### config.mk
export PLATFORM = sky130hd
export DESIGN_NAME = log_mult_dot_accum
export DESIGN_NICKNAME = d
export VERILOG_FILES = /design/src/rtl/log_mult_dot_accum_pkg.sv /design/src/rtl/log_mult_dot_accum_sat_adder.sv /design/src/rtl/log_mult_dot_accum.sv
export SDC_FILE = /design/constraint.sdc
export NUM_CORES = 1
export LEC_CHECK = 0
export CAP_MARGIN = 20
export CORE_UTILIZATION = 25
export CTS_CLUSTER_DIAMETER = 100
export DETAILED_ROUTE_END_ITERATION = 10
export GPL_TIMING_DRIVEN = 0
export SLEW_MARGIN = 10
export SYNTH_ARGS = -nofsm -noshare
export SYNTH_HDL_FRONTEND = slang
export SYNTH_HIERARCHICAL = 1
export SYNTH_SLANG_ARGS = --single-unit
### constraint.sdc
create_clock -name clk -period 3.85 [get_ports clk]
set_clock_uncertainty 0.2 [all_clocks]
set_input_delay 0.77 -clock clk [delete_from_list [all_inputs] [get_ports clk]]
set_output_delay 0.77 -clock clk [all_outputs]
set_load 0.02 [all_outputs]
### src/rtl/log_mult_dot_accum_pkg.sv
// Shared types and the saturation helper for the log-multiplier dot-product accumulator.
package log_mac_pkg;

  typedef enum logic {ACC, OUT} state_t;

  localparam int PROD_W = 16;
  localparam int SAT_W  = 33;  // enough headroom for any ACC_W + 1 up to 32

  typedef struct packed {
    logic                    clip;
    logic signed [SAT_W-1:0] val;
  } sat_res_t;

  function automatic sat_res_t sat_clip(input logic signed [SAT_W-1:0] value, input int width);
    logic signed [SAT_W-1:0] one, hi, lo;
    one = SAT_W'(1);
    hi  = (one <<< (width - 1)) - one;
    lo  = ~hi;
    sat_clip.clip = 1'b0;
    sat_clip.val  = value;
    if (value > hi) begin
      sat_clip.clip = 1'b1;
      sat_clip.val  = hi;
    end else if (value < lo) begin
      sat_clip.clip = 1'b1;
      sat_clip.val  = lo;
    end
  endfunction

endpackage

### src/rtl/log_mult_dot_accum_sat_adder.sv
// Combinational saturating add of a signed product onto a signed ACC_W-bit value.
module sat_adder
  import log_mac_pkg::*;
#(
  parameter int ACC_W = 20
) (
  input  logic signed [ACC_W-1:0]  a,
  input  logic signed [PROD_W-1:0] b,
  output logic signed [ACC_W-1:0]  sum,
  output logic                     clip
);

  logic [SAT_W-1:0] wide;
  sat_res_t         res;
  logic             unused_hi;

  always_comb begin
    wide = {{(SAT_W-ACC_W){a[ACC_W-1]}}, a} + {{(SAT_W-PROD_W){b[PROD_W-1]}}, b};
    res  = sat_clip(wide, ACC_W);
    sum  = res.val[ACC_W-1:0];
    clip = res.clip;
  end

  assign unused_hi = ^res.val[SAT_W-1:ACC_W];

endmodule

### src/rtl/log_mult_dot_accum.sv
// Accumulates VEC_LEN signed products into a saturated dot product with valid/ready output.
module log_mult_dot_accum
  import log_mac_pkg::*;
#(
  parameter int VEC_LEN = 8,
  parameter int ACC_W   = 20
) (
  input  logic                     clk,
  input  logic                     rst_n,
  input  logic                     clear,
  input  logic                     in_valid,
  output logic                     in_ready,
  input  logic signed [PROD_W-1:0] product,
  output logic                     out_valid,
  input  logic                     out_ready,
  output logic signed [ACC_W-1:0]  acc_out,
  output logic                     sat_flag
);

  localparam int             CNT_W = 8;
  localparam logic [CNT_W-1:0] LAST = CNT_W'(VEC_LEN - 1);

  state_t                   state_q, state_d;
  logic [CNT_W-1:0]         count_q, count_d;
  logic signed [ACC_W-1:0]  acc_q, acc_d, acc_out_q, acc_out_d;
  logic                     out_valid_q, out_valid_d, sat_flag_q, sat_flag_d;
  logic                     sticky_q, sticky_d;
  logic signed [ACC_W-1:0]  add_a, sum;
  logic                     clip, accept, take, first, sticky_eff;

  // In OUT a product can only enter in the cycle the held result leaves.
  assign in_ready   = (state_q == ACC) | out_ready;
  assign accept     = in_valid & in_ready & ~clear;
  assign take       = out_valid_q & out_ready;
  assign first      = (count_q == '0);
  assign add_a      = first ? '0 : acc_q;
  assign sticky_eff = ~first & sticky_q;

  sat_adder #(.ACC_W(ACC_W)) u_add (
    .a    (add_a),
    .b    (product),
    .sum  (sum),
    .clip (clip)
  );

  always_comb begin
    state_d     = state_q;
    count_d     = count_q;
    acc_d       = acc_q;
    acc_out_d   = acc_out_q;
    out_valid_d = out_valid_q;
    sat_flag_d  = sat_flag_q;
    sticky_d    = sticky_q;
    if (clear) begin
      state_d     = ACC;
      count_d     = '0;
      acc_d       = '0;
      sticky_d    = 1'b0;
      out_valid_d = 1'b0;
    end else if (accept) begin
      sticky_d = sticky_eff | clip;
      if (count_q == LAST) begin
        acc_out_d   = sum;
        sat_flag_d  = sticky_eff | clip;
        out_valid_d = 1'b1;
        count_d     = '0;
        state_d     = OUT;
      end else begin
        // Accepting while in OUT implies the result was taken this cycle.
        acc_d       = sum;
        count_d     = count_q + 1'b1;
        out_valid_d = 1'b0;
        state_d     = ACC;
      end
    end else if (take) begin
      out_valid_d = 1'b0;
      state_d     = ACC;
    end
  end

  always_ff @(posedge clk or negedge rst_n) begin
    if (!rst_n) begin
      state_q     <= ACC;
      count_q     <= '0;
      acc_q       <= '0;
      acc_out_q   <= '0;
      out_valid_q <= 1'b0;
      sat_flag_q  <= 1'b0;
      sticky_q    <= 1'b0;
    end else begin
      state_q     <= state_d;
      count_q     <= count_d;
      acc_q       <= acc_d;
      acc_out_q   <= acc_out_d;
      out_valid_q <= out_valid_d;
      sat_flag_q  <= sat_flag_d;
      sticky_q    <= sticky_d;
    end
  end

  assign out_valid = out_valid_q;
  assign acc_out   = acc_out_q;
  assign sat_flag  = sat_flag_q;

endmodule
After elaboration in Yosys (flattened, before gate mapping)
Index checks and enable logic that the tools add are counted.
{ "word_totals": {"ff_bits": 51, "input_bits": 21, "out_inout_bits": 23, "wordCells": 41} }
{ "op_classes": {"addsub": 2, "n_lt_le_gt_ge": 2, "n_eq_ne": 2, "mux": 15, "bitwise": 9, "n_reduce_logical": 5} }
{ "op_table": {"columns": ["cell", "count"], "rows": [
  ["$mux W20", 4],
  ["$mux W34", 2],
  ["$gt A33 B20 Y1 const B", 1],
  ["$lt A33 B20 Y1 const B", 1],
  ["$mux W8", 3],
  ["$add A20 B16 Y21", 1],
  ["$add A8 B1 Y8 const B", 1],
  ["$eq A8 B3 Y1 const B", 1],
  ["$logic_not A8 Y1", 1],
  ["$mux W1", 6],
  ["$and A1 B1 Y1", 4],
  ["$not A1 Y1", 3],
  ["$reduce_and A3 Y1", 1],
  ["$reduce_bool A3 Y1", 1],
  ["$ne A2 B2 Y1 const B", 1],
  ["$or A1 B1 Y1", 2],
  ["$reduce_and A2 Y1", 1],
  ["$reduce_bool A2 Y1", 1]
]} }

Longest topological paths before layout
Gate-level depths: netlist (run 1).
{ "depth": {"depth_word": 9, "depth_mapped": 18, "ltp_nobuf": 15} }

By module
Netlist (run 1), hierarchy kept.
{ "modules_own_cells": {"columns": ["module", "n_inst", "cells_per_inst", "area_each_um2"], "rows": [
  ["log_mult_dot_accum", 1, 173, 2234.6],
  ["sat_adder", 1, 221, 1611.5]
]} }

Least setup slack after synthesis (run 1)
OpenSTA, ideal clock, no wires.
{ "synth_timing": {"path_kind": "flip-flop to flip-flop", "start": "register count_q[5]", "end": "register acc_out_q[16], in the netlist acc_out[16]", "setup_time_ns": 0.125, "t_arrival_ns": 3.419, "slack_ns": 0.106, "path_stages_with_launch": 16, "path_buffers": 1, "cell_sequence": "dfrtp_1 nor3_2 nand4b_1 clkbuf_1 and2_1 ha_1 fa_1 a21o_1 a31o_2 o211ai_1 o31ai_2 a21oi_2 or3_4 and2_1 nand3_1 mux2_2"} }
{ "synth_between": {"elab_chain_len": 6} }
{ "synth_lines": {"columns": ["item", "line", "rtl"], "rows": [
  ["start, declared", "log_mult_dot_accum.sv:24", "logic [CNT_W-1:0] count_q, count_d;"],
  ["start signal, assigned", "log_mult_dot_accum.sv:92", "count_q <= count_d;"],
  ["$logic_not A8 Y1 *", "log_mult_dot_accum.sv:35", "assign first = (count_q == '0);"],
  ["$mux W20 *", "log_mult_dot_accum.sv:36", "assign add_a = first ? '0 : acc_q;"],
  ["net add_a[0]", "log_mult_dot_accum.sv:28", "logic signed [ACC_W-1:0] add_a, sum;"],
  ["$add A20 B16 Y21 *", "log_mult_dot_accum_sat_adder.sv:18", "wide = {{(SAT_W-ACC_W){a[ACC_W-1]}}, a} + {{(SAT_W-PROD_W){b[PROD_W-1]}}, b};"],
  ["$lt A33 B20 Y1", "log_mult_dot_accum_pkg.sv:24", "end else if (value < lo) begin"],
  ["$mux W34", "log_mult_dot_accum_pkg.sv:24", null],
  ["$mux W34 *", "log_mult_dot_accum_pkg.sv:21", "if (value > hi) begin"],
  ["net sum[16]", "log_mult_dot_accum.sv:28", null],
  ["end signal, assigned", "log_mult_dot_accum.sv:94", "acc_out_q <= acc_out_d;"],
  ["end, declared", "log_mult_dot_accum.sv:25", "logic signed [ACC_W-1:0] acc_q, acc_d, acc_out_q, acc_out_d;"]
]} }
The timed path passes the listed nets; every way through them passes the cells marked *.
A chain may end at the register's enable or synchronous reset.

Final worst setup path (run 1)
{ "layout_timing": {"start": "register count_q[6]", "end": "register acc_out_q[2], in the netlist acc_out[2]"} }
Same word-level chain as after synthesis.

==> implementation parameters, run 1 <==
Parameter                              Value

Worst setup path
  Critical path launch point type ... flip-flop
  Arrival @ worst endpoint ... 3.85 ns
  Highest fanout seen on the critical path ... 6
  Kind of cell with the highest combined delay on the critical path ... compound AO/OA/AOI/OAI gates
  Critical Path, Cell by Cell ... nor3_2, nand4b_1, buf_6, buf_8, and2_4, ha_4, fa_2, a21o_1, a31o_4, o211ai_1, o31ai_2, a21oi_4, buf_6, nor2_4, o21ai_2, o211ai_1, mux2_4
  Worst Path Required ... 3.83 ns
  Highest-delay cell along the critical path ... dfrtp_1
  Critical Path End Type ... flip-flop
  Critical Setup Path Class ... reg -> reg
  R2R Setup Slk ... -0.02 ns
  Crit path largest cell delay ... 0.41 ns
  Number of buffers and inverters on the critical path ... 3

Cells and area
  Number of standard cells in the layout, taps in and fillers out ... 669
  Commonest cells after routing, fill and taps aside ... 51 x dfrtp_1, 41 x clkdlybuf4s50_1, 37 x buf_4
  Commonest non-fill, non-tap cell in the layout ... dfrtp_1
  Final core utilization ... 0.382
  Number of nets in the layout ... 530
  Area Overhead vs Synth ... 46.5%
  Number of filler instances in the final layout ... 1413
  Share of post-route cells with drive strength above 1 ... 0.394
  Antenna fix cells ... 0

Run status
  Status ... finished with violations
  Violated checks ... setup timing

Synth
  Synthesis-stage register bit count ... 51
  Net count of the mapped netlist ... 439
  Post-synthesis adder-cell area fraction ... 0.0800
  Number of enable flip-flop cells after synthesis ... 0
  Share of flip-flops with an asynchronous set or reset ... 1.00
  Number of cells produced by synthesis ... 394
  Synth top area cells ... dfrtp_1 33%, ha_1 7.5%, mux2_2 6.1%, a21oi_1 4.9%, a22o_1 4.6%
  Avg Cell Area, Syn ... 9.76 µm²
  Xor/xnor share of the synthesized area ... 0.0433
  Post-Syn Area ... 0.00385 mm²
  Yosys warnings ... 6
  Distinct cell type count after synthesis ... 63
  Mux cell area share after synthesis ... 0.0641
  Fraction of the yosys area taken by sequential cells ... 0.332
  Most frequently used flop master after synthesis ... dfrtp_1
  Top-area cell type share of the netlist area ... 0.332
  Post-synthesis simple-gate area fraction ... 0.160
  Largest family of logic cells by synthesized area ... compound AO/OA/AOI/OAI gates
  Cell type with the highest aggregate area in the netlist ... dfrtp_1
  Share of the synthesized area in compound gates (AO/OA/AOI/OAI) ... 0.271

Global routing
  Number of antenna violations at the first check in global routing ... 0
  First-pass GRT wire length ... 18100 µm
  Largest net degree at the start of global routing ... 38
  Overflow after GRT ... 0
  Global Route Usage Sum ... 0.143
  Via count of the first global-routing pass ... 3472

Drt
  Number of routed nets with antenna violations ... 0
  Post-detailed-route wirelength per cell ... 17.5 µm
  DRC violations left ... 0
  Via count normalized by instance count ... 5.20
  Initial detailed-routing violation count ... 180
  Vias after detailed routing ... 3479
  Routed WL ... 11700 µm
  Pre-antenna DRT Iters ... 4

Die
  Number of ports placed on the die boundary ... 44
  Floorplan die height ... 126 µm
  Total die area ... 0.0159 mm²
  Initial standard-cell utilization of the core ... 0.261
  Die X-Extent ... 126 µm
  Area inside the core boundary ... 0.0148 mm²
  Std cell rows ... 44

STA
  Hold Violations, Final ... 0
  Final setup fails ... 8
  Tightest Pin Transition ... 0.734 ns
  Max-Slew Margin vs Limit ... 0.511
  RSZ-0062 raised after global routing ... true
  Ratio of final minimum period to clock period ... 1.00
  Clock period minus worst slack ... 3.87 ns
  Total negative setup slack ... -0.0697 ns
  Least setup slack across all paths after layout ... -0.0188 ns
  Fin. max-slew vios ... 0
  Max Clock Freq ... 258 MHz

Clock network
  Clock sinks ... 51
  Level count of the clock H-tree ... 2
  Buffer levels on the longest clock path ... 2
  Source-to-sink clock delay at the later pin of the worst-skew pair ... 0.29 ns
  TritonCTS clock tree ... built
  Clock root cell ... clkbuf_16
  Clock buffer count from CTS ... 5
  Worst-path clk slew ... 0.07 ns

Placement
  Final weighted congestion in routability-driven placement ... 0.883
  HPWL after DPL ... 7630 µm
  Inst Count DP ... 621
  Setup slack at placement ... -0.556 ns
  Number of buffer cells added on primary ports ... 42

Power and ir drop
  Static Leak ... 2.33 nW
  Worst ir drop on vdd ... 0.203 mV
  Ratio of total power to cell area ... 318 mW/mm²
  Total power consumption of the routed design ... 1.79 mW

Flow run
  Maximum capacitance violations ... 0

Hold path
  Path class of the lowest-slack min-delay path ... in -> async
registers in the layout, summed over array words and instances (netlist names):
name       count
acc_out       20
acc_q         20
out_valid      1
count_q        8
sticky_q       1
sat_flag       1
cell families (layout without fill, tap and decap cells):
kind of cell               Yosys count  after routing
and+or+nand+nor                    108            108
adders and majority gates           24             24
DFF                                 51             51
xor gates and xnor gates            19             19
buffers and inverters               31            122
muxes                               22             22
AOI/OAI and AO/OA                  139            139
layout make-up:
cell class	instances	area, µm²	share of cell area
plain buffers	17	159	0.0282
clock buffers	5	125	0.0222
clock inverters	2	13.8	0.00244
inverters	10	37.5	0.00666
multi-input cells	312	2930	0.520
flip-flops and latches	51	1280	0.227
well taps	184	230	0.0409
repair buffers	88	863	0.153
routing by layer:
layer	vias to the layer above	GRT usage	wire (µm)	part of all wire
met2	95	0.241	5800	0.50
li1	1655	-	-	-
met4	0	0.0439	233	0.020
met1	1714	0.189	5200	0.44
met5	-	0	0	0
met3	15	0.0187	481	0.041
cell usage after synthesis (2+ instances only):
master,instances
o21ai_0,13
nand4_1,2
a22o_1,20
o211ai_2,3
nand2b_1,3
nand2_1,28
o31ai_1,3
o211ai_1,10
inv_1,8
o21ai_2,2
buf_6,8
o2111ai_1,2
mux2_2,21
xor2_1,7
and2_1,22
xnor2_1,12
nor3_2,2
o221ai_1,7
a21oi_2,6
dfrtp_1,51
o21bai_1,3
a31oi_1,3
nor3_1,2
a21oi_1,38
nor2_1,17
buf_4,2
buf_2,7
o21ai_1,10
nand3_1,15
or3_1,2
clkbuf_1,4
or4_1,3
ha_1,23
a21o_1,6
power by group:
part	switching [mW]	internal [mW]	total, mW	leakage (nW)
Sequential	0.0240	0.575	0.599	0.680
Combinational	0.408	0.357	0.765	1.58
Clock	0.190	0.237	0.428	0.0696
final timing paths:
| check | startpoint | end | cells past startpoint |
|---|---|---|---|
| worst max-delay path | count_q[6] | acc_out[2] | 17 |
| worst min-delay path | rst_n | out_valid | 1 |
| worst max register to register | count_q[6] | acc_out[2] | 17 |
| worst min register to register | acc_q[5] | acc_q[5] | 1 |
| max in group asynchronous | rst_n | acc_out[6] | 2 |
| min in group clk | acc_q[5] | acc_q[5] | 1 |
through the flow:
step,instance area (µm²),hold WS (ns)
2_1_floorplan,3850,0.258
3_3_place_gp,4500,0.276
3_5_place_dp,4510,0.278
4_1_cts,5250,0.187
5_1_grt,5630,0.194
6_report,5630,0.181
worst register-to-register path: cells and delay by family (launching register included):
kind	cells	cell delay [ns]
buf+inv	3	0.46
compound gates	7	1.28
simple gates	4	0.55
fa+ha+maj	2	0.56
mux	1	0.29
flops	1	0.41
what timing repair did:
action	4_1_cts	5_1_grt
cloned	2	2
gates resized for setup	85	51
endpoints found under the hold margin	0	0
setup buffers	26	17
setup endpoints to repair	42	42
pin swaps	36	46
hold buffers	0	0
Note: power is estimated with default switching activity, not from simulation.
==> run 2, diff against run 1 <==
--- a/config.mk
+++ b/config.mk
@@ -6,6 +6,7 @@
 export NUM_CORES = 1
 export LEC_CHECK = 0
 export CAP_MARGIN = 20
+export CORE_MARGIN = 2
 export CORE_UTILIZATION = 25
 export CTS_CLUSTER_DIAMETER = 100
 export DETAILED_ROUTE_END_ITERATION = 10
==> run 2 against run 1 <==
Compared with the run above:
- the flow still finishes with violations (setup timing)
- wire length rose by 3.1%
- first-iteration DRC count rose by 83%
- highest routed layer unchanged
- combinational power rose by 1%
- count of clock-buffer cells in the layout rose by 1
- hold slack improved by 0.082 ns
- cell count rose by 3.4%
- sequential power barely moved
- largest cell class unchanged
- critical path type unchanged
- global-route usage fell by 0.24 points
==> implementation parameters, run 2 (same netlist as run 1, synthesis figures left out) <==
Parameter                              Value

Worst setup path
  Critical Path End Type ... flip-flop (unchanged)
  Worst Path Required ... 3.82 ns (was 3.83 ns)
  Critical Setup Path Class ... reg -> reg (unchanged)
  Arrival @ worst endpoint ... 3.93 ns (was 3.85 ns)
  Critical path launch point type ... flip-flop (unchanged)
  Highest fanout seen on the critical path ... 10 (was 6)

Cells and area
  Commonest cells after routing, fill and taps aside ... 50 x dfrtp_1, 46 x buf_4, 41 x clkdlybuf4s50_1 (was 51 x dfrtp_1, 41 x clkdlybuf4s50_1, 37 x buf_4)
  Share of post-route cells with drive strength above 1 ... 0.409 (was 0.394)
  Cell area after layout ... 0.00575 mm² (was 0.00563 mm²)
  Number of nets in the layout ... 548 (was 530)
  Area Overhead vs Synth ... 49.5% (was 46.5%)
  Antenna fix cells ... 0 (unchanged)
  Commonest non-fill, non-tap cell in the layout ... dfrtp_1 (unchanged)
  Number of standard cells in the layout, taps in and fillers out ... 692 (was 669)

Drt
  Highest routing layer actually used ... met4 (unchanged)
  Pre-antenna DRT Iters ... 5 (was 4)
  Met2 WL post-DR ... 6060 µm (was 5800 µm)
  DRC violations left ... 0 (unchanged)
  Initial detailed-routing violation count ... 329 (was 180)
  Met3 layer wire length in the routed design ... 394 µm (was 481 µm)
  Total routed wire length on the met1 layer ... 5430 µm (was 5200 µm)
  Via count normalized by instance count ... 5.15 (was 5.20)
  Number of routed nets with antenna violations ... 0 (unchanged)
  Post-detailed-route wirelength per cell ... 17.4 µm (was 17.5 µm)
  Routed WL ... 12100 µm (was 11700 µm)
  Vias after detailed routing ... 3566 (was 3479)

Global routing
  Overflow after GRT ... 0 (unchanged)
  First-pass GRT wire length ... 18500 µm (was 18100 µm)
  Global Route Usage Sum ... 0.140 (was 0.143)
  Number of antenna violations at the first check in global routing ... 0 (unchanged)
  Via count of the first global-routing pass ... 3628 (was 3472)
  Largest net degree at the start of global routing ... 32 (was 38)

Run status
  Violated checks ... setup timing (unchanged)
  Status ... finished with violations (unchanged)

Placement
  Setup slack at placement ... -0.587 ns (was -0.556 ns)
  Inst Count DP ... 625 (was 621)
  Final weighted congestion in routability-driven placement ... 0.841 (was 0.883)
  Placed Area ... 0.00452 mm² (was 0.00451 mm²)
  Number of buffer cells added on primary ports ... 42 (unchanged)
  HPWL after DPL ... 7880 µm (was 7630 µm)

Clock network
  TritonCTS clock tree ... built (unchanged)
  Source-to-sink clock delay at the later pin of the worst-skew pair ... 0.28 ns (was 0.29 ns)
  Level count of the clock H-tree ... 2 (unchanged)
  Worst-path clk slew ... 0.06 ns (was 0.07 ns)
  Clock root cell ... clkbuf_16 (unchanged)
  Buffer levels on the longest clock path ... 2 (unchanged)
  Clock sinks ... 51 (unchanged)
  Clock buffer count from CTS ... 5 (unchanged)

Power and ir drop
  Static Leak ... 2.39 nW (was 2.33 nW)
  Ratio of total power to cell area ... 313 mW/mm² (was 318 mW/mm²)
  Worst ir drop on vdd ... 0.167 mV (was 0.203 mV)

STA
  Final setup fails ... 14 (was 8)
  Tightest Pin Transition ... 0.701 ns (was 0.734 ns)
  Least setup slack across all paths after layout ... -0.106 ns (was -0.0188 ns)
  RSZ-0062 raised after global routing ... true (unchanged)
  Clock period minus worst slack ... 3.96 ns (was 3.87 ns)
  Ratio of final minimum period to clock period ... 1.03 (was 1.00)
  Total negative setup slack ... -0.744 ns (was -0.0697 ns)
  Max-Slew Margin vs Limit ... 0.533 (was 0.511)
  Max Clock Freq ... 253 MHz (was 258 MHz)
  Hold Violations, Final ... 0 (unchanged)
  Fin. max-slew vios ... 0 (unchanged)

Hold path
  Path class of the lowest-slack min-delay path ... in -> async (unchanged)

Flow run
  Maximum capacitance violations ... 0 (unchanged)

Die
  Number of ports placed on the die boundary ... 44 (unchanged)
  Floorplan die height ... 128 µm (was 126 µm)
  Area inside the core boundary ... 0.0151 mm² (was 0.0148 mm²)
  Die X-Extent ... 128 µm (was 126 µm)
  Total die area ... 0.0164 mm² (was 0.0159 mm²)
  Initial standard-cell utilization of the core ... 0.255 (was 0.261)
  Std cell rows ... 45 (was 44)
run 2: critical path, cell delays in order (launching register included):
cell	delay, ns
dfrtp_1	0.39
nor3_2	0.26
nand4b_1	0.17
buf_6	0.17
buf_8	0.13
and2_1	0.20
ha_4	0.32
nand2_4	0.07
nor2_4	0.13
nand4_4	0.15
a2111oi_4	0.51
o41ai_4	0.11
buf_6	0.14
a31oi_4	0.32
buf_6	0.17
o221ai_4	0.12
mux2_4	0.28
run 2: final cells by class:
cell class,instances,area (µm²)
fill,1431,9340
clock buffer,6,129
timing repair buffer,104,953
inverter,10,37.5
buffer,19,181
sequential,51,1280
multi-input combinational,312,2930
tap,188,235
clock inverter,2,12.5
run 2: timing repair:
item | 4_1_cts | 5_1_grt
hold buffers | 0 | 0
setup buffers | 40 | 17
setup endpoints to repair | 42 | 42
pin swaps | 37 | 54
resized for setup | 63 | 82
cloned | 5 | 0
run 2: stage by stage:
| step | power [mW] | hold slack (ns) | utilization |
|---|---|---|---|
| final | 1.80 | 0.263 | 0.381 |
| after CTS | 1.67 | 0.268 | 0.348 |
| after global routing | 1.89 | 0.297 | 0.381 |
| after floorplan | 0.965 | 0.258 | - |
| after detailed placement | 1.12 | 0.274 | 0.299 |
| after global placement | 1.11 | 0.275 | 0.298 |
run 2: worst paths after layout:
kind	to	slack [ns]	depth (start not counted)	start
max in group asynchronous	acc_q[3]	2.64	2	rst_n
setup / recovery	acc_out[3]	-0.11	16	count_q[4]
min in group clk	acc_q[7]	0.29	1	acc_q[7]
hold / removal	out_valid	0.26	1	rst_n
hold reg to reg	acc_q[7]	0.29	1	acc_q[7]
setup reg to reg	acc_out[3]	-0.11	16	count_q[4]
run 2: layer usage:
| metal | GRT usage | vias up |
|---|---|---|
| li1 | - | 1685 |
| met1 | 0.184 | 1768 |
| met2 | 0.241 | 95 |
| met3 | 0.0142 | 18 |
| met4 | 0.0485 | 0 |
| met5 | 0 | - |
run 2: power breakdown:
part	switching (mW)	internal (mW)
sequential	0.0246	0.575
clock	0.185	0.240
combinational	0.411	0.362
==> run 3, diff against run 2 <==
--- a/config.mk
+++ b/config.mk
@@ -5,12 +5,14 @@
 export SDC_FILE = /design/constraint.sdc
 export NUM_CORES = 1
 export LEC_CHECK = 0
+export ABC_AREA = 1
 export CAP_MARGIN = 20
 export CORE_MARGIN = 2
-export CORE_UTILIZATION = 25
-export CTS_CLUSTER_DIAMETER = 100
+export CORE_UTILIZATION = 51
+export CTS_CLUSTER_DIAMETER = 120
 export DETAILED_ROUTE_END_ITERATION = 10
 export GPL_TIMING_DRIVEN = 0
+export PLACE_DENSITY = 0.76
 export SLEW_MARGIN = 10
 export SYNTH_ARGS = -nofsm -noshare
 export SYNTH_HDL_FRONTEND = slang
==> run 3 against run 2 <==
Compared with the run above:
- the flow now finishes without violations
- fmax increased by 13%
- synthesized cell count increased by 54%
- flip-flop and latch count unchanged
- worst setup slack improved by 0.47 ns
- critical path type unchanged
- largest cell class unchanged
- highest routed layer unchanged
==> implementation parameters, run 3 <==
Parameter                              Value

Synth
  Library cell with the highest instance count after synthesis ... nand2_1 (was dfrtp_1)
  Post-Syn Area ... 0.00398 mm² (was 0.00385 mm²)
  Top-area cell type share of the netlist area ... 0.320 (was 0.332)
  Ranking of synthesized cells by instance count ... 273 x nand2_1, 62 x inv_1, 54 x nor2_1 (was 51 x dfrtp_1, 38 x a21oi_1, 28 x nand2_1)
  Synth top area cells ... dfrtp_1 32%, nand2_1 26%, ha_1 7.2%, inv_1 5.8%, nor2_1 5.1% (was dfrtp_1 33%, ha_1 7.5%, mux2_2 6.1%, a21oi_1 4.9%, a22o_1 4.6%)
  Fraction of the yosys area taken by sequential cells ... 0.320 (was 0.332)
  Most frequently used flop master after synthesis ... dfrtp_1 (unchanged)
  Avg Cell Area, Syn ... 6.56 µm² (was 9.76 µm²)
  Yosys warnings ... 6 (unchanged)
  Number of cells produced by synthesis ... 607 (was 394)
  Share of flip-flops with an asynchronous set or reset ... 1.00 (unchanged)
  Cell type with the highest aggregate area in the netlist ... dfrtp_1 (unchanged)
  Distinct cell type count after synthesis ... 29 (was 63)
  Net count of the mapped netlist ... 652 (was 439)
  Synthesis-stage register bit count ... 51 (unchanged)
  Number of enable flip-flop cells after synthesis ... 0 (unchanged)

STA
  Max Clock Freq ... 287 MHz (was 253 MHz)
  Max-Slew Margin vs Limit ... 0.700 (was 0.533)
  Ratio of final minimum period to clock period ... 0.907 (was 1.03)
  Tightest Pin Transition ... 0.450 ns (was 0.701 ns)
  Fin. max-slew vios ... 0 (unchanged)
  Clock period minus worst slack ... 3.49 ns (was 3.96 ns)
  Final setup fails ... 0 (was 14)
  Hold Violations, Final ... 0 (unchanged)
  RSZ-0062 raised after global routing ... false (was true)
  Total negative setup slack ... 0 ns (was -0.744 ns)

Placement
  HPWL after DPL ... 7720 µm (was 7880 µm)
  Final weighted congestion in routability-driven placement ... 0.910 (was 0.841)
  Number of buffer cells added on primary ports ... 43 (was 42)

Drt
  Highest routing layer actually used ... met4 (unchanged)
  Pre-antenna DRT Iters ... 5 (unchanged)
  Routed WL ... 9570 µm (was 12100 µm)
  Met3 layer wire length in the routed design ... 369 µm (was 394 µm)
  DRC violations left ... 0 (unchanged)
  Total routed wire length on the met1 layer ... 4720 µm (was 5430 µm)
  Via count normalized by instance count ... 4.95 (was 5.15)
  Post-detailed-route wirelength per cell ... 12.6 µm (was 17.4 µm)
  Vias after detailed routing ... 3769 (was 3566)
  Initial detailed-routing violation count ... 161 (was 329)
  Met2 WL post-DR ... 4360 µm (was 6060 µm)
  Number of routed nets with antenna violations ... 0 (unchanged)

Cells and area
  Area Overhead vs Synth ... 17.1% (was 49.5%)
  Register area ... 0.00128 mm² (about the same)
  Commonest cells after routing, fill and taps aside ... 272 x nand2_1, 62 x inv_1, 54 x nor2_1 (was 50 x dfrtp_1, 46 x buf_4, 41 x clkdlybuf4s50_1)
  Antenna fix cells ... 0 (unchanged)
  Area used by multi-input combinational logic ... 0.00233 mm² (was 0.00293 mm²)
  Final core utilization ... 0.610 (was 0.381)
  Commonest non-fill, non-tap cell in the layout ... nand2_1 (was dfrtp_1)
  Share of post-route cells with drive strength above 1 ... 0.115 (was 0.409)
  Number of nets in the layout ... 703 (was 548)
  Number of filler instances in the final layout ... 730 (was 1431)

Worst setup path
  Critical path launch point type ... flip-flop (unchanged)
  Arrival @ worst endpoint ... 3.50 ns (was 3.93 ns)
  Critical Path End Type ... flip-flop (unchanged)
  Highest fanout seen on the critical path ... 10 (unchanged)
  Kind of cell with the highest combined delay on the critical path ... simple AND/OR/NAND/NOR gates (was compound AO/OA/AOI/OAI gates)
  Crit path largest cell delay ... 0.42 ns (was 0.51 ns)
  CP most frequent cell ... nand2_1 (was buf_6)
  Highest-delay cell along the critical path ... dfrtp_1 (was a2111oi_4)
  Critical Path, Cell by Cell ... inv_1, ha_1, nand2_1, nor2_1, clkbuf_4, nor2_1, ha_1, fa_2, nand2_1, nand3_1, o21ai_1, inv_1, nand2_1, nand3_1, nand2_1, nand2_2, nand2_2, buf_6, nand2_2, inv_1, nand2_1, nand2_1, nand2_1 (was nor3_2, nand4b_1, buf_6, buf_8, and2_1, ha_4, nand2_4, nor2_4, nand4_4, a2111oi_4, o41ai_4, buf_6, a31oi_4, buf_6, o221ai_4, mux2_4)
  Worst Path Required ... 3.86 ns (was 3.82 ns)
  Number of buffers and inverters on the critical path ... 5 (was 4)
  Critical Setup Path Class ... reg -> reg (unchanged)
  R2R Setup Slk ... 0.36 ns (was -0.11 ns)

Global routing
  Number of antenna violations at the first check in global routing ... 0 (unchanged)
  Via count of the first global-routing pass ... 3589 (was 3628)
  Largest net degree at the start of global routing ... 34 (was 32)
  Global Route Usage Sum ... 0.237 (was 0.140)
  First-pass GRT wire length ... 16400 µm (was 18500 µm)
  Overflow after GRT ... 0 (unchanged)

Die
  Total die area ... 0.00853 mm² (was 0.0164 mm²)
  Std cell rows ... 32 (was 45)
  Number of ports placed on the die boundary ... 44 (unchanged)
  Floorplan die height ... 92.4 µm (was 128 µm)
  Area inside the core boundary ... 0.00765 mm² (was 0.0151 mm²)
  Die X-Extent ... 92.4 µm (was 128 µm)
  Initial standard-cell utilization of the core ... 0.521 (was 0.255)

Clock network
  Clock sinks ... 51 (unchanged)
  Source-to-sink clock delay at the later pin of the worst-skew pair ... 0.31 ns (was 0.28 ns)
  Buffer levels on the longest clock path ... 2 (unchanged)
  Hold-fix buffers, CTS ... 0 (unchanged)
  Worst-path clk slew ... 0.10 ns (was 0.06 ns)
  Clock buffer count from CTS ... 5 (unchanged)
  Level count of the clock H-tree ... 2 (unchanged)
  Clock root cell ... clkbuf_8 (was clkbuf_16)
  TritonCTS clock tree ... built (unchanged)

Power and ir drop
  Static Leak ... 2.60 nW (was 2.39 nW)
  Worst ir drop on vdd ... 0.144 mV (was 0.167 mV)
  Ratio of total power to cell area ... 301 mW/mm² (was 313 mW/mm²)

Hold path
  Path class of the lowest-slack min-delay path ... in -> async (unchanged)

Flow run
  Maximum capacitance violations ... 0 (unchanged)

Run status
  Status ... completed (was finished with violations)
[run 3: cell count changes after synthesis, moves of 9 or more]
cell      previous run  this run
nor2_1              17        54
nand3_1             15        24
nand2_1             28       273
o211ai_1            10         0
xnor2_1             12         2
a21oi_1             38        15
nand2_2              0        31
a22o_1              20         0
o21ai_1             10         1
mux2_2              21         0
and2_1              22         0
inv_1                8        62
[run 3: layer usage]
metal | vias up | track usage
met5 | - | 0
met4 | 0 | 0.0510
met3 | 11 | 0.0220
met2 | 89 | 0.392
met1 | 1706 | 0.340
li1 | 1963 | -
[run 3: layout make-up]
class,count,share of cell area
Multi-Input combinational cell,472,0.499
Clock buffer,6,0.0177
Sequential cell,51,0.274
Timing Repair Buffer,44,0.0955
Buffer,15,0.0271
Clock inverter,2,0.00349
Tap cell,102,0.0274
Inverter,69,0.0556
[run 3: repair_timing]
item / 4_1_cts / 5_1_grt
endpoints found under the setup margin: 0 / 16
setup buffers: 0 / 0
resized for setup: 0 / 3
hold endpoints to repair: 0 / 0
[run 3: cell families after synthesis]
group                    after synthesis  synth area share
XOR/XNOR                              10            0.0220
AO/OA/AOI/OAI                         32            0.0462
adder cells (fa/ha/maj)               24            0.0773
flip-flops                            51             0.320
buffers and inverters                 84            0.0961
AND/OR/NAND/NOR                      406             0.438
[run 3: per-stage QoR]
stage | hold slack [ns] | total power, mW | area (µm²) | instances | setup WS, ns
after floorplan | 0.242 | 0.933 | 3980 | 607 | 0.760
after global placement | 0.255 | 1.06 | 4540 | 752 | 0.326
after detailed placement | 0.263 | 1.07 | 4560 | 753 | 0.304
after CTS | 0.199 | 1.41 | 4650 | 761 | 0.274
after global routing | 0.214 | 1.50 | 4660 | 761 | 0.0655
final | 0.198 | 1.41 | 4660 | 761 | 0.360
[run 3: worst paths after layout]
kind,start,to,depth (start not counted)
setup / recovery,count_q[0],sticky_q,23
hold / removal,rst_n,acc_out[10],1
setup reg to reg,count_q[0],sticky_q,23
hold reg to reg,acc_q[19],acc_q[19],2
max in group asynchronous,rst_n,acc_q[14],2
min in group clk,acc_q[19],acc_q[19],2
[run 3: report_power, final]
| group | switching (mW) | leakage (nW) | internal (mW) |
|---|---|---|---|
| Clock | 0.188 | 0.0474 | 0.147 |
| Sequential | 0.0223 | 0.684 | 0.574 |
| Combinational | 0.297 | 1.87 | 0.176 |
| Total | 0.507 | 2.60 | 0.898 |
==> variant (settings of run 2) <==
Put one more register stage on the output `sat_flag`, cleared by the reset. The value now appears one clock later. The other outputs are not delayed to match.
--- a/src/rtl/log_mult_dot_accum.sv
+++ b/src/rtl/log_mult_dot_accum.sv
@@ -100,6 +100,12 @@
 
   assign out_valid = out_valid_q;
   assign acc_out   = acc_out_q;
-  assign sat_flag  = sat_flag_q;
+  always_ff @(posedge clk or negedge rst_n) begin
+    if (!rst_n) begin
+      sat_flag <= '0;
+    end else begin
+      sat_flag <= sat_flag_q;
+    end
+  end
 
 endmodule
Formal check against the unedited RTL: same outputs for any inputs over 4 cycles, from zero or initial values and one cycle with rst_n low; that may be too few to reach the edited logic, so the function may still have changed.
==> variant against run 2 <==
The run still ends with setup timing left. First-iteration DRC count fell by 30%. Sequential cell count rose by 1. Die area rose by 0.25%. Synthesized area rose by 0.26%. Synthesized cell count rose by 0.25%. Cell area fell by 0.17%. Wire length fell by 3.3%. Clock power rose by 4%. Sequential power rose by 2%. Sequential share of layout area rose by 0.50 points. Worst setup slack improved by 0.047 ns. Total power rose by 1.5%. Worst hold slack got worse by 0.082 ns. Critical path type unchanged. Critical endpoint is now acc_out[2]$_DFFE_PN0P_.
==> variant: results (changes against run 2) <==
- The run finished, with violations left.
- Violations in the final reports: setup timing
- Pin count of the biggest net entering global routing: 31 (-3.1%)
* Wire length of the first global-routing pass: 17520 µm (-5.5%)
- The number of buffers between clock root and the deepest sink came to 2 (unchanged).
* Number of nets in the synthesized netlist: 440 (+0.23%)
* Area growth from synthesis to layout: 48.90%
- Ranked by total cell area, the synthesized netlist is headed by dfrtp_1 (34%), ha_1 (7.5%), mux2_2 (5.8%).
- The cell total after placement was 626 (+0.16%).
- The total number of vias is 3486 (-2.2%).
- Maximum VDD drop: 0.1706 mV (+1.9%)
* Router iterations before antenna repair: 4 (-1)
- The biggest fanout along the worst timing path was 5 (-5).
- The routed length per instance came to 17.24 µm (-1.2%).
- Critical path launch point: count_q[1]$_DFFE_PN0P_
* Sum Neg Setup Slack: -0.2109 ns (+0.5328 ns)
- The share of async-settable or async-resettable flops after synthesis is 100.0% (unchanged).
- Class of the worst hold path: register to register
- Buffers added on ports: 42 (unchanged)
* Slack of the critical path: -0.05972 ns (+0.04654 ns)
- Clock slew seen by the registers of the worst setup and hold paths: 0.07 ns
- The placer congestion estimate was 0.8489 (+0.90%).
- The delay of the slowest critical-path stage came to 0.43 ns (-0.08 ns).
- Worst slack at placement: -0.5901 ns (-0.003498 ns)
* Clock latency at the later pin of the worst-skew pair: 0.29 ns
- The antenna diode count was 0 (unchanged).
- The largest individual stage delay along the critical path comes from the cell dfrtp_1.
* Final-report setup violation count: 9 (-5)
* Total of fill cells in the finished design: 1448 (+1.2%)
- The number of different library cells in the post-synthesis netlist came to 64 (+1.6%).
* Number of buffers added by the clock tree synthesis step: 5 (unchanged)
- The headroom to the max-slew limit was 51.09% (-2.2 points).
* Critical hold path startpoint: sat_flag_q$_DFFE_PN0P_
* Yosys synthesis warning count: 6 (unchanged)
* Wire length after detailed routing: 11670 µm (-3.3%)
- The placed instance area was 4534 µm² (+0.39%).
- Cells after Synth: 395 (+0.25%)
- H-tree level count: 2 (unchanged)
* Number of antenna violations at the first check in global routing: 0 (unchanged)
* Starting DRT DRC Count: 229 (-30%)
* Leading cell types by count after synthesis: dfrtp_1 (52), a21oi_1 (39), nand2_1 (28)
- Post-detailed-placement half-perimeter wirelength: 7906 µm (+0.28%)
- Leakage power of the design: 2.389 nW (+0.16%)
- Clock tree root buffer cell: clkbuf_16
- Fraction of final layout cells with drive strength greater than 1: 39.67% (-1.2 points)
- The net count reported at finish came to 533 (-2.7%).
* GR Util All Layers: 13.31% (-0.72 points)
- The cell family contributing the most delay on the critical path is compound AO/OA/AOI/OAI gates.
* Proportion of synthesized chip area in sequential cells: 33.74% (+0.56 points)
[variant: area by class of cell]
cell class / count / share of cell area [%]
Tap cell: 188 / 4.097
Buffer: 18 / 2.767
Clock inverter: 3 / 0.3269
Sequential cell: 52 / 22.71
Multi-Input combinational cell: 313 / 51.93
Inverter: 10 / 0.6537
Clock buffer: 5 / 2.179
Timing Repair Buffer: 88 / 15.34
[variant: path summary, 6_finish.rpt]
check | endpoint | slack [ns] | depth (start not counted)
worst max-delay path | acc_out[2]$_DFFE_PN0P_ | -0.06 | 18
worst max register to register | acc_out[2]$_DFFE_PN0P_ | -0.06 | 18
worst min register to register | sat_flag$_DFF_PN0_ | 0.18 | 0
min in group asynchronous | count_q[6]$_DFFE_PN0P_ | 0.34 | 1
worst min-delay path | sat_flag$_DFF_PN0_ | 0.18 | 0
max in group asynchronous | acc_q[6]$_DFFE_PN0P_ | 2.55 | 2
[variant: cells by family after synthesis]
family,synth area share [%]
buf+inv,4.607
compound gates,27.00
xor+xnor,4.315
fa+ha+maj,7.982
mux,6.392
simple gates,15.96
flops,33.74
[variant: metal layers]
layer	vias to the layer above	global-route usage [%]	part of all wire [%]
met1	1708	17.40	46
li1	1660	-	-
met5	-	0	0
met3	26	1.920	3.5
met2	92	22.75	49
met4	0	4.008	2.2
[variant: power by group]
part | internal (mW) | total [mW] | switching, mW
Clock | 0.240 | 0.444 | 0.204
Combinational | 0.362 | 0.772 | 0.410
Sequential | 0.586 | 0.610 | 0.0241
[variant: what timing repair did]
item,CTS,global route
cloned,1,2
resized for setup,66,75
pin swaps,32,39
setup endpoints to repair,42,42
buffers inserted,30,17
